## src/rtl/score_controller.sv

```systemverilog
// Pong score keeper with a shared iterative divide-by-10 digit converter.
// Round-robin arbitration picks which dirty score is converted next.
module score_controller #(
    parameter int WIN_SCORE = 11
) (
    input  logic       clk,
    input  logic       resetn,
    input  logic       new_game,
    input  logic       point_p1,
    input  logic       point_p2,
    output logic [6:0] score1,
    output logic [6:0] score2,
    output logic [3:0] tens_1,
    output logic [3:0] ones_1,
    output logic [3:0] tens_2,
    output logic [3:0] ones_2,
    output logic       digits_valid,
    output logic       game_over,
    output logic       winner
);

    typedef enum logic {
        IDLE,
        DIV
    } state_t;

    localparam logic [6:0] WIN7 = 7'(WIN_SCORE);

    state_t     state;
    state_t     state_nxt;
    logic       dirty1;
    logic       dirty2;
    logic       last_served;
    logic       sel;
    logic [6:0] work;
    logic [3:0] tens_acc;

    logic       inc1;
    logic       inc2;
    logic [6:0] score1_inc;
    logic [6:0] score2_inc;
    logic       win1;
    logic       win2;
    logic       pick;
    logic       start;
    logic       done;
    logic       clr1;
    logic       clr2;

    assign inc1       = point_p1 & ~game_over & ~new_game;
    assign inc2       = point_p2 & ~game_over & ~new_game;
    assign score1_inc = score1 + 7'd1;
    assign score2_inc = score2 + 7'd1;
    assign win1       = inc1 & (score1_inc == WIN7);
    assign win2       = inc2 & (score2_inc == WIN7);

    assign start = (state == IDLE) & (dirty1 | dirty2) & ~new_game;
    assign done  = (state == DIV) & (work < 7'd10);
    assign clr1  = start & ~pick;
    assign clr2  = start & pick;

    assign digits_valid = (state == IDLE) & ~dirty1 & ~dirty2;

    // Arbiter: a lone dirty score wins; a tie goes to the player not served last.
    always_comb begin
        pick = 1'b0;
        unique case (1'b1)
            dirty1 & dirty2:  pick = ~last_served;
            ~dirty1 & dirty2: pick = 1'b1;
            default:          pick = 1'b0;
        endcase
    end

    // Converter state register.
    always_ff @(posedge clk or negedge resetn) begin
        if (!resetn) state <= IDLE;
        else         state <= state_nxt;
    end

    // Converter next state; new_game aborts any conversion in flight.
    always_comb begin
        state_nxt = state;
        unique case (state)
            IDLE: if (start) state_nxt = DIV;
            DIV:  if (done)  state_nxt = IDLE;
            default:         state_nxt = IDLE;
        endcase
        if (new_game) state_nxt = IDLE;
    end

    // Scores, win detection, dirty flags and the divider datapath.
    always_ff @(posedge clk or negedge resetn) begin
        if (!resetn) begin
            score1      <= '0;
            score2      <= '0;
            tens_1      <= '0;
            ones_1      <= '0;
            tens_2      <= '0;
            ones_2      <= '0;
            game_over   <= 1'b0;
            winner      <= 1'b0;
            dirty1      <= 1'b0;
            dirty2      <= 1'b0;
            last_served <= 1'b1;
            sel         <= 1'b0;
            work        <= '0;
            tens_acc    <= '0;
        end else if (new_game) begin
            score1    <= '0;
            score2    <= '0;
            tens_1    <= '0;
            ones_1    <= '0;
            tens_2    <= '0;
            ones_2    <= '0;
            game_over <= 1'b0;
            winner    <= 1'b0;
            dirty1    <= 1'b0;
            dirty2    <= 1'b0;
        end else begin
            if (inc1) score1 <= score1_inc;
            if (inc2) score2 <= score2_inc;
            if (win1 | win2) begin
                game_over <= 1'b1;
                winner    <= ~win1;
            end
            // A fresh point outranks the clear issued on the capture edge.
            dirty1 <= (dirty1 & ~clr1) | inc1;
            dirty2 <= (dirty2 & ~clr2) | inc2;
            if (start) begin
                sel         <= pick;
                work        <= pick ? score2 : score1;
                tens_acc    <= '0;
                last_served <= pick;
            end else if (state == DIV) begin
                if (!done) begin
                    work     <= work - 7'd10;
                    tens_acc <= tens_acc + 4'd1;
                end else if (sel) begin
                    tens_2 <= tens_acc;
                    ones_2 <= work[3:0];
                end else begin
                    tens_1 <= tens_acc;
                    ones_1 <= work[3:0];
                end
            end
        end
    end

endmodule

```

## config.mk

```make
export PLATFORM = sky130hd
export DESIGN_NAME = score_controller
export DESIGN_NICKNAME = d
export VERILOG_FILES = /design/src/rtl/score_controller.sv
export SDC_FILE = /design/constraint.sdc
export NUM_CORES = 1
export LEC_CHECK = 0
export ABC_AREA = 1
export BUFFER_PORTS_ARGS = -buffer_cell sky130_fd_sc_hd__buf_2
export CORE_UTILIZATION = 57
export CTS_CLUSTER_DIAMETER = 200
export CTS_CLUSTER_SIZE = 30
export DETAILED_ROUTE_END_ITERATION = 12
export GPL_ROUTABILITY_DRIVEN = 0
export GPL_TIMING_DRIVEN = 0
export PLACE_DENSITY = 0.85
export REMOVE_ABC_BUFFERS = 1
export SYNTH_ARGS = -nofsm -noshare
export SYNTH_HDL_FRONTEND = slang
export SYNTH_SLANG_ARGS = --single-unit
```

## constraint.sdc

```tcl
create_clock -name clk -period 2.2 [get_ports clk]
set_clock_uncertainty 0.2 [all_clocks]
set_input_delay 0.11 -clock clk [delete_from_list [all_inputs] [get_ports clk]]
set_output_delay 0.11 -clock clk [all_outputs]
set_load 0.01 [all_outputs]
```

==> impl_metrics.ini <==
[route]
drt_first_pass_iters = 5
drc = 0
ant_nets = 0
wl_mm = 5.38
first_iter_violations = 158
vias_per_cell = 5.39
drt-wirelength-per-cell_um = 13.1
vias = 2206

[floorplan]
design.die.area_um2 = 4730
start_util_pct = 61.4
dieHeight_um = 68.8
core_um2 = 4140
die_w_um = 68.8
rows = 23
io_pins = 38

[sta]
maxSlewHeadroom_pct = 29.7
rsz0062_at_grt = false
fmax_mhz = 496
min_period_ns = 2.02
holdWs_ns = 0.0412
setup_tns_ns = 0
drv_slew = 0
worstMarginPinSlew_ns = 1.05
hold_viol = 0
fin_crit_sh_pct = 91.7
setup_viol = 0

[clock_tree]
ctsResizeCount = 0
cts_sinks = 48
post_cts_buffers = 0
cts_tree = yes
cts.path.max_buffers = 2
insertion_delay_ns = 0.31
clock-root-buffer = clkbuf_8
clk_pin_slew_ns = 0.10
cts_buffers = 5
htreeDepth = 2

[hold_path]
hp-class = input pin to flip-flop

[logic_synthesis]
synthMuxAreaShare_pct = 0
synth_fa_ha_area_share_pct = 2.95
yosys.area.top_type = dfrtp_1
synthCells = 318
synth.distinct_cells = 30
netlist.area_leader.share_pct = 46.2
ys_ff_latch = 48
synth.area.top_cells = dfrtp_1 46%, nand2_1 13%, inv_1 7.4%
seq_area_frac_synth_pct = 47.3
syn_area_per_cell_um2 = 8.00
synth_compound_area_share_pct = 12.5
syn_area_um2 = 2540
ys.warnings.count = 0
synth_top_family_by_area = simple AND/OR/NAND/NOR gates
yosys.area_share.simple_pct = 26.9
synth_xor_area_share_pct = 0.344

[run_status]
status = finished, final reports clean

[global_route]
grt_overflow_total = 0
grt_antenna_before_repair = 0
grt_pass1_vias = 2121
grt_pass1_wl_mm = 9.07
grt_use_total_pct = 26.3
grt_max_degree = 49

[finish]
final_common_cell = nand2_1
layout-drive-gt1-share_pct = 19.2
antenna_cells = 0
final_cell_mix = 91 x nand2_1, 50 x inv_1, 47 x dfrtp_1, 37 x buf_2
fin_nets = 369
area_growth_pct = 12.8

[worst_setup_path]
path_class = flip-flop to flip-flop
worst_ep_arrival_time_ns = 2.04
critPathRequiredTime_ns = 2.22
end_kind = flip-flop
crit_path_start_kind = flip-flop
path_max_fanout = 16

[pwr]
p_per_area_nw_per_um2 = 902
total_power_mw = 2.59
p_leak_nw = 1.48
ir_drop_mv = 0.648

[place]
portBuffers = 37
hpwl_mm = 3.83

[run]
cap_violations = 0
-- critical path, cell delays in order (launching register included) --
cell     delay [ns]
dfrtp_1        0.42
inv_1          0.13
ha_1           0.21
inv_2          0.06
a21oi_4        0.18
nand4_4        0.15
o21ai_4        0.38
nand2_1        0.10
o21ai_0        0.10
-- cell usage after synthesis --
library cell   n
nand2_1       91
inv_1         50
dfrtp_1       47
nor2_1        26
o21ai_0       26
nand3_1       20
ha_1           6
o21ai_1        5
o22ai_1        5
buf_6          4
nand4_1        4
nor2_2         4
nand2_2        3
nor2_4         3
o21ai_2        3
a21oi_4        2
a22oi_1        2
inv_2          2
inv_4          2
nor3_1         2
o31ai_1        2
a21oi_1        1
clkbuf_1       1
dfstp_2        1
nand3_2        1
nand4_4        1
o211ai_2       1
o21ai_4        1
o221ai_1       1
xor2_1         1
-- sequential cells by signal, indices dropped and copies added, names as in the netlist --
name	flops
state	1
sel	1
tens_1	4
dirty1	1
ones_1	4
tens_acc	4
score2	7
game_over	1
ones_2	4
tens_2	4
dirty2	1
last_served	1
work	7
score1	7
winner	1
-- metal layers --
layer	track usage [%]	vias to the layer above	share of wire, %
met1	33.5	1056	44
met5	0	-	0
met4	11.2	0	1.9
met3	5.76	12	4.1
li1	-	1081	-
met2	43.0	57	50
-- stage by stage --
stage	instances	instance area [µm²]	setup slack [ns]	utilization [%]
2_1_floorplan	313	2490	0.508	-
3_3_place_gp	400	2740	0.287	66.2
3_5_place_dp	400	2740	0.244	66.2
4_1_cts	409	2870	0.191	69.2
5_1_grt	409	2870	0.000686	69.2
6_report	409	2870	0.182	69.2
-- area by class of cell --
class                           instances  area (µm²)
Fill cell                             350        1270
Sequential cell                        48        1200
Multi-Input combinational cell        211        1080
Inverter                               54         208
Timing Repair Buffer                   38         195
Clock buffer                            5        68.8
Tap cell                               50        62.6
Clock inverter                          3        47.5
-- path summary, 6_finish.rpt --
| path | from | to | slack [ns] | cells past startpoint |
|---|---|---|---|---|
| min | point_p1 | score1[2]$_DFFE_PN0P_ | 0.04 | 5 |
| max reg2reg | work[1]$_DFFE_PN0P_ | tens_2[1]$_DFFE_PN0P_ | 0.18 | 8 |
| min in group asynchronous | resetn | score1[4]$_DFFE_PN0P_ | 0.32 | 2 |
| max in group asynchronous | resetn | work[0]$_DFFE_PN0P_ | 0.82 | 2 |
| min reg2reg | ones_1[2]$_DFFE_PN0P_ | ones_1[2]$_DFFE_PN0P_ | 0.27 | 2 |
| max | work[1]$_DFFE_PN0P_ | tens_2[1]$_DFFE_PN0P_ | 0.18 | 8 |
-- power breakdown --
group          internal, mW  switching [mW]  leakage [nW]  total [mW]
Clock                 0.343           0.317        0.0583       0.660
Sequential             1.05           0.125         0.640        1.17
Combinational         0.267           0.491         0.781       0.758
Total                  1.66           0.932          1.48        2.59
-- cells by family after synthesis --
| logic type | after synthesis |
|---|---|
| adder cells (fa/ha/maj) | 6 |
| flip-flops | 48 |
| AO/OA/AOI/OAI | 49 |
| buffers and inverters | 59 |
| AND/OR/NAND/NOR | 155 |
| XOR/XNOR | 1 |
-- repair_timing --
| action | CTS | global route |
|---|---|---|
| hold buffers | 1 | 0 |
| endpoints found under the hold margin | 47 | 0 |
| setup endpoints to repair | 0 | 0 |
Power figures use the tool's default switching activity.
